$ cat config.mk
export PLATFORM = sky130hd
export DESIGN_NAME = arm_arb_mux_nx1_flat
export DESIGN_NICKNAME = d
export VERILOG_FILES = /design/src/rtl/arm_mux_pkg.sv /design/src/rtl/arm_arb_mux_nx1_if.sv /design/src/rtl/arm_rr_arbiter.sv /design/src/rtl/arm_arb_mux_nx1.sv /design/src/flat_wrapper.sv
export SDC_FILE = /design/constraint.sdc
export NUM_CORES = 1
export LEC_CHECK = 0
export BUFFER_PORTS_ARGS = -buffer_cell sky130_fd_sc_hd__buf_2
export CAP_MARGIN = 20
export CELL_PAD_IN_SITES_DETAIL_PLACEMENT = 0
export CELL_PAD_IN_SITES_GLOBAL_PLACEMENT = 1
export CORE_ASPECT_RATIO = 1.75
export CORE_UTILIZATION = 27
export DETAILED_ROUTE_END_ITERATION = 8
export HOLD_SLACK_MARGIN = 0.15
export MAX_ROUTING_LAYER = met4
export PLACE_DENSITY = 0.89
export SYNTH_ARGS = -nofsm -noshare
export SYNTH_HDL_FRONTEND = slang
export SYNTH_SLANG_ARGS = --single-unit
$ cat constraint.sdc
create_clock -name i_CLK -period 3.1 [get_ports i_CLK]
set_input_delay 0.31 -clock i_CLK [delete_from_list [all_inputs] [get_ports i_CLK]]
set_output_delay 0.31 -clock i_CLK [all_outputs]
set_load 0.02 [all_outputs]
$ cat src/rtl/arm_mux_pkg.sv
// Shared types, defaults and round-robin pick helper for the arbitrated N:1 mux.
package arm_mux_pkg;

   localparam int unsigned DEFAULT_BUS_WIDTH  = 32;
   localparam int unsigned DEFAULT_NUM_INPUTS = 4;
   localparam int unsigned MAX_INPUTS         = 64;
   localparam int unsigned PTR_W              = $clog2(MAX_INPUTS);
   localparam int unsigned IDX_W              = PTR_W + 1;

   typedef enum logic {UNLOCKED, LOCKED} lock_state_e;

   typedef struct packed {
      logic             found;
      logic [IDX_W-1:0] idx;
   } pick_t;

   // First valid channel searching upward from last_grant+1, wrapping at num_inputs.
   function automatic pick_t rr_pick(input logic [MAX_INPUTS-1:0] valid,
                                     input int unsigned           last_grant,
                                     input int unsigned           num_inputs);
      pick_t       res;
      int unsigned cand;
      res = '0;
      for (int unsigned i = 1; i <= MAX_INPUTS; i++) begin
         cand = last_grant + i;
         if (cand >= num_inputs) cand = cand - num_inputs;
         if (!res.found && (i <= num_inputs) && valid[PTR_W'(cand)]) begin
            res.found = 1'b1;
            res.idx   = IDX_W'(cand);
         end
      end
      return res;
   endfunction

endpackage

$ cat src/rtl/arm_arb_mux_nx1_if.sv
// Producer/consumer handshake bundle for arm_arb_mux_nx1.
// i_Last is present only when ARM_ARB_MUX_LOCK_EN is defined.
interface arm_arb_mux_nx1_if #(
   parameter int unsigned BusWidth  = arm_mux_pkg::DEFAULT_BUS_WIDTH,
   parameter int unsigned NumInputs = arm_mux_pkg::DEFAULT_NUM_INPUTS,
   parameter int unsigned SelWidth  = $clog2(NumInputs)
);
   logic [NumInputs-1:0]          i_Valid;
   logic [NumInputs*BusWidth-1:0] i_Data;
`ifdef ARM_ARB_MUX_LOCK_EN
   logic [NumInputs-1:0]          i_Last;
`endif
   logic [NumInputs-1:0]          o_Ready;
   logic                          i_Flush;
   logic                          o_Valid;
   logic [BusWidth-1:0]           o_Data;
   logic [SelWidth-1:0]           o_Source;
   logic                          i_Ready;

`ifdef ARM_ARB_MUX_LOCK_EN
   modport slave  (input  i_Valid, i_Data, i_Last, i_Flush, i_Ready,
                   output o_Ready, o_Valid, o_Data, o_Source);
   modport master (output i_Valid, i_Data, i_Last, i_Flush, i_Ready,
                   input  o_Ready, o_Valid, o_Data, o_Source);
`else
   modport slave  (input  i_Valid, i_Data, i_Flush, i_Ready,
                   output o_Ready, o_Valid, o_Data, o_Source);
   modport master (output i_Valid, i_Data, i_Flush, i_Ready,
                   input  o_Ready, o_Valid, o_Data, o_Source);
`endif
endinterface

$ cat src/rtl/arm_rr_arbiter.sv
// Combinational winner selection: rotating priority or fixed (channel 0 highest).
module arm_rr_arbiter
   import arm_mux_pkg::*;
#(
   parameter int unsigned NumInputs  = DEFAULT_NUM_INPUTS,
   parameter int unsigned SelWidth   = $clog2(NumInputs),
   parameter bit          RoundRobin = 1'b1
) (
   input  logic [NumInputs-1:0] valid,
   input  logic [SelWidth-1:0]  last_grant,
   output logic [SelWidth-1:0]  grant_idx_c,
   output logic                 grant_found_c
);
   localparam int unsigned FP_START = NumInputs - 1;

   int unsigned start;
   pick_t       pick;

   // Fixed priority is a rotating search that always starts after the top channel.
   always_comb begin
      start = RoundRobin ? 32'(last_grant) : FP_START;
      pick  = rr_pick(MAX_INPUTS'(valid), start, NumInputs);
   end

   assign grant_found_c = pick.found && (pick.idx < IDX_W'(NumInputs));
   assign grant_idx_c   = SelWidth'(pick.idx);

endmodule

$ cat src/rtl/arm_arb_mux_nx1.sv
// Arbitrated N:1 mux with one registered output beat and valid/ready on every channel.
// Define ARM_ARB_MUX_LOCK_EN to hold the grant on a channel until its i_Last beat.
module arm_arb_mux_nx1
   import arm_mux_pkg::*;
#(
   parameter int unsigned BusWidth   = DEFAULT_BUS_WIDTH,
   parameter int unsigned NumInputs  = DEFAULT_NUM_INPUTS,
   parameter int unsigned SelWidth   = $clog2(NumInputs),
   parameter bit          RoundRobin = 1'b1
) (
   input logic               i_CLK,
   input logic               i_RESET,
   arm_arb_mux_nx1_if.slave  bus
);
   logic [BusWidth-1:0]  out_data_q;
   logic [SelWidth-1:0]  out_src_q;
   logic                 out_valid_q;
   logic [SelWidth-1:0]  last_grant_q;
   logic [NumInputs-1:0] elig_valid;
   logic [SelWidth-1:0]  grant_idx_c;
   logic                 grant_found_c;
   logic                 load;
   logic                 xfer;
   logic [BusWidth-1:0]  sel_data;

`ifdef ARM_ARB_MUX_LOCK_EN
   lock_state_e          lock_state_q;
   logic [SelWidth-1:0]  lock_idx_q;

   // While locked only the owning channel may compete, even if it is idle.
   always_comb begin
      elig_valid = bus.i_Valid;
      if (lock_state_q == LOCKED) elig_valid = bus.i_Valid & (NumInputs'(1) << lock_idx_q);
   end
`else
   assign elig_valid = bus.i_Valid;
`endif

   arm_rr_arbiter #(
      .NumInputs  (NumInputs),
      .SelWidth   (SelWidth),
      .RoundRobin (RoundRobin)
   ) u_arb (
      .valid         (elig_valid),
      .last_grant    (last_grant_q),
      .grant_idx_c   (grant_idx_c),
      .grant_found_c (grant_found_c)
   );

   assign load     = !bus.i_Flush && (!out_valid_q || bus.i_Ready);
   assign xfer     = load && grant_found_c && !i_RESET;
   assign sel_data = bus.i_Data[32'(grant_idx_c) * BusWidth +: BusWidth];

   assign bus.o_Ready  = xfer ? (NumInputs'(1) << grant_idx_c) : '0;
   assign bus.o_Valid  = out_valid_q;
   assign bus.o_Data   = out_data_q;
   assign bus.o_Source = out_src_q;

   // Output stage, round-robin pointer and lock FSM.
   always_ff @(posedge i_CLK or posedge i_RESET) begin
      if (i_RESET) begin
         out_valid_q  <= 1'b0;
         out_data_q   <= '0;
         out_src_q    <= '0;
         last_grant_q <= SelWidth'(NumInputs - 1);
`ifdef ARM_ARB_MUX_LOCK_EN
         lock_state_q <= UNLOCKED;
         lock_idx_q   <= '0;
`endif
      end else begin
         if (xfer) begin
            out_valid_q <= 1'b1;
            out_data_q  <= sel_data;
            out_src_q   <= grant_idx_c;
`ifdef ARM_ARB_MUX_LOCK_EN
            if (bus.i_Last[grant_idx_c]) begin
               lock_state_q <= UNLOCKED;
               last_grant_q <= grant_idx_c;
            end else begin
               lock_state_q <= LOCKED;
               lock_idx_q   <= grant_idx_c;
            end
`else
            last_grant_q <= grant_idx_c;
`endif
         end else if (bus.i_Flush) begin
            out_valid_q <= 1'b0;
`ifdef ARM_ARB_MUX_LOCK_EN
            lock_state_q <= UNLOCKED;
`endif
         end else if (bus.i_Ready) begin
            out_valid_q <= 1'b0;
         end
      end
   end

endmodule

$ cat src/flat_wrapper.sv
// flat-port wrapper written by rule: the top's interface ports become plain ports
module arm_arb_mux_nx1_flat import arm_mux_pkg::*;
#(
   parameter int unsigned BusWidth   = DEFAULT_BUS_WIDTH,
   parameter int unsigned NumInputs  = DEFAULT_NUM_INPUTS,
   parameter int unsigned SelWidth   = $clog2(NumInputs),
   parameter bit          RoundRobin = 1'b1
)
  (i_CLK, i_RESET, bus_i_Valid, bus_i_Data, bus_i_Flush, bus_i_Ready, bus_o_Ready, bus_o_Valid, bus_o_Data, bus_o_Source);
  arm_arb_mux_nx1_if #(.BusWidth(BusWidth), .NumInputs(NumInputs), .SelWidth(SelWidth)) bus_i ();
  input logic i_CLK;
  input logic i_RESET;
  input wire logic [$bits(bus_i.i_Valid)-1:0] bus_i_Valid;
  input wire logic [$bits(bus_i.i_Data)-1:0] bus_i_Data;
  input wire logic [$bits(bus_i.i_Flush)-1:0] bus_i_Flush;
  input wire logic [$bits(bus_i.i_Ready)-1:0] bus_i_Ready;
  output wire logic [$bits(bus_i.o_Ready)-1:0] bus_o_Ready;
  output wire logic [$bits(bus_i.o_Valid)-1:0] bus_o_Valid;
  output wire logic [$bits(bus_i.o_Data)-1:0] bus_o_Data;
  output wire logic [$bits(bus_i.o_Source)-1:0] bus_o_Source;
  assign bus_i.i_Valid = bus_i_Valid;
  assign bus_i.i_Data = bus_i_Data;
  assign bus_i.i_Flush = bus_i_Flush;
  assign bus_i.i_Ready = bus_i_Ready;
  assign bus_o_Ready = bus_i.o_Ready;
  assign bus_o_Valid = bus_i.o_Valid;
  assign bus_o_Data = bus_i.o_Data;
  assign bus_o_Source = bus_i.o_Source;
  arm_arb_mux_nx1 #(.BusWidth(BusWidth), .NumInputs(NumInputs), .SelWidth(SelWidth), .RoundRobin(RoundRobin)) u_core (.i_CLK(i_CLK), .i_RESET(i_RESET), .bus(bus_i));
endmodule
==> out/qor.yml, run 1 <==
r2r_slack_ps: 140
min_path_type: "in2async"
io_pins: 175
syn-num-nets: 457
firstDrtPassIters: 4
antenna_found_initial: 0
die_y_um: 135
gp_congestion: 0.927
fp.dieW_um: 78.2
mostFrequentLayoutCell: "buf_2"
reg2reg_depth: 12
rsz0062_at_grt: "yes"
power_density_mw_per_mm2: 1440
routed_wl_mm: 10.4
yosysTopAreaCell: "dfrtp_1"
grt_max_degree: 38
pwr-share-seq_pct: 14.4
cts-hold-fix-buffers: 0
finalMaxSlewViolations: 0
io_buffers: 174
viasPerCell: 5.17
worstSkewPairLatency_ps: 290
synth_top_cell_area_share_pct: 31.9
cp.required_ps: 2790
p_sw_share_pct: 48.3
combinationalPowerShare_pct: 74.6
initial_core_util_pct: 27.8
instances_no_fill: 626
finalSetupViolations: 0
cts_made_buffers: 5
cts_tree: "done"
leakage_nw: 2.08
layout_common_cells: "buf_2 (170), a31oi_1 (40), nand2_1 (39)"
htreeDepth: 2
synth_area_leaders: "dfrtp_1 (32%), mux2i_1 (9.5%), a31oi_1 (9.1%)"
rows: 48
power_mw: 6.08
synth.distinct_cells: 43
worst_pin_slew_ps: 512
start_kind: "register"
yosysWarningCount: 0
gr-total-overflow: 0
critPathCaptureType: "output pin"
dieArea_mm2: 0.0106
p_sw_mw: 2.94
layout-drive-gt1-share_pct: 49.3
final_util_pct: 42.8
finalInstanceArea_mm2: 0.00422
drt-initial-drc-count: 128
reg2reg_to: "u_core.bus.o_Data[0]"
critical_path_arrival_ps: 2740
wire_per_inst_um: 16.7
ys_seq_area_share_pct: 33.9
fmax_ghz: 0.328
syn_inst: 316
clock_path_buffers: 2
p_int_mw: 3.14
placed_cells: 605
drtAntennaViolNets: 0
drc_errors: 0
hold_viol: 0
hold_slack_ps: 134
clk_pin_slew_worst_paths_ps: 60
grt_pass1_wl_mm: 16.0
cts-root-buf: "clkbuf_16"
clkSinkCount: 37
area_growth_pct: 53.8
place_area_mm2: 0.00381
vias: 3235
finClkSkew_ps: 6.75
r2r-start: "u_core.last_grant_q[0]"
fill_cells: 986
fin_crit_ps: 3050
n_antenna_cell: 0
crit_end: "bus_o_Ready[2]"
synth-seq-cells: 37
syn_avg_cell_area_um2: 8.68
cp_max_fo: 4
synth_area_mm2: 0.00274
clockPowerShare_pct: 11.0
outcome: "complete, no violations"
path_class: "reg2out"
vdd_drop_max_v: 0.00112
grt_pass1_vias: 3199
core-area_mm2: 0.00985
fin_crit_sh_pct: 98.5
dp_hpwl_mm: 7.79
maxCapViolCount: 0
worstSetupStartpoint: "u_core.last_grant_q[0]"
nets: 641
worst_slew_margin_rel_pct: 65.7
grt_use_total_pct: 20.1
flip-flops by register name, summed over array words and instances (netlist names):
register / count
u_core.bus.o_Source: 2
u_core.last_grant_q: 2
u_core.bus.o_Valid: 1
u_core.bus.o_Data: 32
worst min path at each step:
stage,to,startpoint,cells past startpoint,slack [ps]
after floorplan,u_core.bus.o_Valid,bus_i_Flush,1,420
after global placement,u_core.bus.o_Valid,i_RESET,3,460
after detailed placement,u_core.bus.o_Source[0],u_core.bus.o_Source[0],2,460
after CTS,u_core.bus.o_Data[16],i_RESET,3,160
after global routing,u_core.bus.o_Data[16],i_RESET,3,200
final,u_core.bus.o_Data[14],i_RESET,3,130
final cells by class:
cell class                      instances  area (µm²)  area share [%]
Sequential cell                        37         928            22.0
Multi-Input combinational cell        247        1760            41.7
Inverter                                4        18.8           0.445
Tap cell                              125         156            3.71
Clock inverter                          3        65.1            1.54
Clock buffer                            5         125            2.97
Timing Repair Buffer                  205        1170            27.7
synthesized netlist by cell type:
library cell and number:
ha_1 5, a21boi_2 1, and3_1 3, nand2b_1 2, a311o_1 1, and2b_1 1
buf_6 3, clkbuf_1 12, nand3_1 23, nand2b_2 1, mux4_2 1, o211a_1 1
mux2_4 1, a211o_1 1, mux2i_1 26, nor3_1 1, and2_0 1, inv_1 4
o21ai_0 24, dfstp_2 2, nor2_1 23, o221ai_1 5, a31oi_1 40, o211ai_2 1
a221o_1 1, a21o_1 20, nor2_8 1, nor2b_1 2, a21boi_0 1, o221ai_2 7
a21oi_1 4, a21o_2 1, or2_1 1, a22o_1 1, a211oi_1 2, a311oi_1 1
mux2_2 1, dfrtp_1 35, buf_4 6, buf_2 7, o22a_1 1, nor4_1 2
nand2_1 39
power by group through the flow:
stage               Combinational (mW)  Sequential (mW)  Clock [mW]
floorplan                         2.79             1.14           0
global placement                  4.03            0.867           0
detailed placement                4.12            0.867           0
CTS                               4.28            0.867       0.686
global route                      4.93            0.902       0.703
finish                            4.54            0.873       0.668
metal layers:
layer / vias to the layer above / track usage (%) / wire, µm
met1: 1530 / 21.7 / 3810
met3: 24 / 2.02 / 441
met5: - / - / 0
met2: 136 / 36.0 / 5760
li1: 1545 / - / -
met4: 0 / 10.6 / 416
kinds of logic after synthesis:
group                      Yosys count  synth area share [%]
adders and majority gates            5                  2.28
muxes                               29                  11.3
buffers and inverters               32                  6.34
and+or+nand+nor                    100                  16.7
DFF                                 37                  33.9
AOI/OAI and AO/OA                  113                  29.5
what timing repair did:
action	4_1_cts	5_1_grt
resized for setup	8	23
pin swaps	3	12
endpoints found under the setup margin	4	34
buffers inserted	4	9
worst max-delay path: stages (launching register included):
cell	delay (ps)
dfstp_2	560
clkinvlp_4	150
ha_4	190
or2_4	240
o22a_4	250
a211o_1	340
a21o_4	250
nor4_4	290
buf_4	180
stage by stage:
step           setup TNS, ps  setup WS (ps)
2_1_floorplan              0           6.37
3_3_place_gp               0            138
3_5_place_dp               0           61.2
4_1_cts                    0           3.04
5_1_grt                 -101          -42.3
6_report                   0           47.3
No activity file was read; power rests on OpenSTA's default activity.
==> run 2, diff against run 1 <==
--- a/config.mk
+++ b/config.mk
@@ -10,11 +10,13 @@
 export CELL_PAD_IN_SITES_DETAIL_PLACEMENT = 0
 export CELL_PAD_IN_SITES_GLOBAL_PLACEMENT = 1
 export CORE_ASPECT_RATIO = 1.75
-export CORE_UTILIZATION = 27
+export CORE_UTILIZATION = 30
 export DETAILED_ROUTE_END_ITERATION = 8
+export GPL_TIMING_DRIVEN = 1
 export HOLD_SLACK_MARGIN = 0.15
 export MAX_ROUTING_LAYER = met4
 export PLACE_DENSITY = 0.89
 export SYNTH_ARGS = -nofsm -noshare
 export SYNTH_HDL_FRONTEND = slang
+export SYNTH_HIERARCHICAL = 1
 export SYNTH_SLANG_ARGS = --single-unit
==> out/qor.yml, run 2 <==
routed_wl_mm: 7.92  # -24%
nets: 505  # -21%
synth_top_cell_area_share_pct: 31.8  # -0.12 points
muxShareOfSynthArea_pct: 49.2  # +38 points
die_y_um: 129  # -4.9%
synth_edf_count: 0  # unchanged
syn_avg_cell_area_um2: 16.2  # +87%
cts-hold-fix-buffers: 0  # unchanged
mostFrequentLayoutCell: "buf_2"
hold_slack_ps: 185  # +50.9 ps
use_met3_pct: 1.80  # -0.22 points
htreeDepth: 2  # unchanged
largest_register_ffs: 32  # unchanged
n_antenna_cell: 0  # unchanged
yosysWarningCount: 6  # +6
worst_slew_margin_rel_pct: 48.5  # -17 points
vdd_drop_max_v: 0.000695  # -38%
grt_max_degree: 24  # -37%
drtAntennaViolNets: 0  # unchanged
vias: 2325  # -28%
timing.final.ws_setup_ps: 80.3  # +33.0 ps
post-place-ws_ps: -22.2  # -83.4 ps
area_growth_pct: 53.8  # about the same
yosysMostFrequentCell: "mux2_4"
firstDrtPassIters: 5  # +1
fin_crit_ps: 3020  # -33.0 ps
fin_crit_sh_pct: 97.4  # -1.1 points
outcome: "complete, no violations"
io_buffers: 174  # unchanged
ys_seq_area_share_pct: 33.7  # -0.12 points
cts_made_buffers: 5  # unchanged
syn-num-nets: 311  # -32%
min_path_type: "in2async"
worstSkewPairLatency_ps: 270  # -20 ps
synth-main-ff-cell: "dfrtp_1"
ys_async_sr_fraction_pct: 100  # unchanged
finalInstanceArea_mm2: 0.00423  # +0.36%
initial_core_util_pct: 31.3  # +3.5 points
cts_tree: "done"
finClkSkew_ps: 1.84  # -4.90 ps
fp.dieW_um: 74.4  # -4.8%
dp_hpwl_mm: 5.91  # -24%
clkSinkCount: 37  # unchanged
finalSetupViolations: 0  # unchanged
wire_per_inst_um: 16.4  # -1.3%
grt_pass1_wl_mm: 12.1  # -24%
rows: 45  # -6.3%
critical_path_arrival_ps: 3180  # +440 ps
setup-tns-final_ps: 0  # unchanged
synth-seq-cells: 37  # unchanged
viasPerCell: 4.82  # -6.7%
synth_simple_gate_area_share_pct: 4.64  # -12 points
dieArea_mm2: 0.00957  # -9.5%
cp_max_fo: 6  # +2
maxCapViolCount: 0  # unchanged
synth-xor-area-share_pct: 0  # unchanged
synth_adder_area_share_pct: 2.27  # -0.0083 points
critPathCaptureType: "register"
synth_top_family_by_area: "multiplexers"
busiest_layer: "met2"
drt-initial-drc-count: 86  # -33%
hold_viol: 0  # unchanged
power_density_mw_per_mm2: 1480  # +2.6%
yosysTopAreaCell: "dfrtp_1"
antenna_found_initial: 0  # unchanged
layout-drive-gt1-share_pct: 83.8  # +35 points
path_class: "reg2reg"
clock_path_buffers: 2  # unchanged
layout_common_cells: "buf_2 (171), mux2_4 (37), dfrtp_1 (35)"
grt_pass1_vias: 2556  # -20%
final_util_pct: 48.2  # +5.4 points
leakage_nw: 2.11  # +1.4%
drc_errors: 0  # unchanged
cts-root-buf: "clkbuf_16"
grt_use_met2_pct: 30.8  # -5.2 points
synth_compound_area_share_pct: 3.68  # -26 points
core-area_mm2: 0.00878  # -11%
synth.distinct_cells: 36  # -16%
clk_pin_slew_worst_paths_ps: 60  # about the same
gp_congestion: 0.849  # -8.5%
grt_use_met1_pct: 19.0  # -2.7 points
start_kind: "register"
cp.required_ps: 3260  # +470 ps
io_pins: 175  # unchanged
finalMaxSlewViolations: 0  # unchanged
synth_commonest_cells: "mux2_4 (37), dfrtp_1 (35), mux4_2 (33)"
place_area_mm2: 0.00380  # -0.39%
grt_use_total_pct: 17.3  # -2.8 points
worst_pin_slew_ps: 772  # +260 ps
fill_cells: 823  # -17%
synth_area_leaders: "dfrtp_1 (32%), mux4_2 (27%), mux2_4 (20%)"
syn_inst: 170  # -46%
synth_area_mm2: 0.00275  # +0.37%
gr-total-overflow: 0  # unchanged
fmax_ghz: 0.331  # +1.1%
-- run 2: cell types whose count changed after synthesis, moves of 7 or more --
cell / before / now
mux2i_1: 26 / 4
mux2_4: 1 / 37
o221ai_2: 7 / 0
nor2_1: 23 / 3
o21ai_0: 24 / 1
a21o_1: 20 / 0
nand3_1: 23 / 1
clkbuf_1: 12 / 3
nand2_1: 39 / 0
mux4_2: 1 / 33
a31oi_1: 40 / 0
-- run 2: what timing repair did --
| action | in CTS | in global routing |
|---|---|---|
| hold endpoints to repair | 0 | 0 |
| pin swaps | 2 | 7 |
| setup buffers | 11 | 3 |
| gates cloned | 1 | 1 |
| endpoints found under the setup margin | 19 | 36 |
| resized for setup | 5 | 20 |
-- run 2: logic make-up (layout without fill, tap and decap cells) --
logic type / count (synthesis) / in the layout
multiplexers: 75 / 75
adder cells (fa/ha/maj): 5 / 5
flip-flops: 37 / 37
AO/OA/AOI/OAI: 13 / 13
buffers and inverters: 20 / 215
AND/OR/NAND/NOR: 20 / 20
-- run 2: final cells by class --
| class | count | area (µm²) | area share, % |
|---|---|---|---|
| Clock buffer | 5 | 125 | 2.96 |
| Inverter | 5 | 18.8 | 0.444 |
| Timing Repair Buffer | 202 | 1170 | 27.7 |
| Sequential cell | 37 | 928 | 21.9 |
| Clock inverter | 3 | 46.3 | 1.09 |
| Multi-Input combinational cell | 113 | 1790 | 42.4 |
| Tap cell | 117 | 146 | 3.46 |
-- run 2: routing by layer --
metal	wire [µm]	share of wire [%]
met1	2810	36
met2	4680	59
met4	125	1.6
met5	0	0
met3	307	3.9
-- run 2: worst max-delay path: stages (launching register included) --
cell,delay [ps]
dfstp_2,530
inv_2,50
buf_4,150
ha_2,190
a21bo_2,250
o22ai_4,170
a2111oi_2,90
buf_4,150
a21oi_4,230
clkbuf_16,210
buf_4,110
mux4_2,490
mux2_4,270
-- run 2: path summary, 6_finish.rpt --
kind                                               to              startpoint  cells after the start  slack, ps
max in group asynchronous       u_core/bus.o_Data[16]                 i_RESET                      3       2190
worst max register to register   u_core/bus.o_Data[0]  u_core/last_grant_q[1]                     12         80
worst min-delay path            u_core/bus.o_Data[24]                 i_RESET                      2        180
worst max-delay path             u_core/bus.o_Data[0]  u_core/last_grant_q[1]                     12         80
min in group i_CLK                 u_core/bus.o_Valid             bus_i_Flush                      2        220
worst min register to register  u_core/bus.o_Data[27]   u_core/bus.o_Data[27]                      1        500
-- run 2: power by group --
part	switching (mW)	internal, mW	total (mW)
combinational	2.06	2.73	4.79
sequential	0.142	0.752	0.894
clock	0.194	0.380	0.574
total	2.40	3.86	6.26
-- run 2: through the flow --
stage                     power [mW]  instances
after CTS                       6.07        479
after detailed placement        4.98        459
after floorplan                 4.02        170
after global placement          4.87        459
after global routing            6.63        482
final                           6.26        482
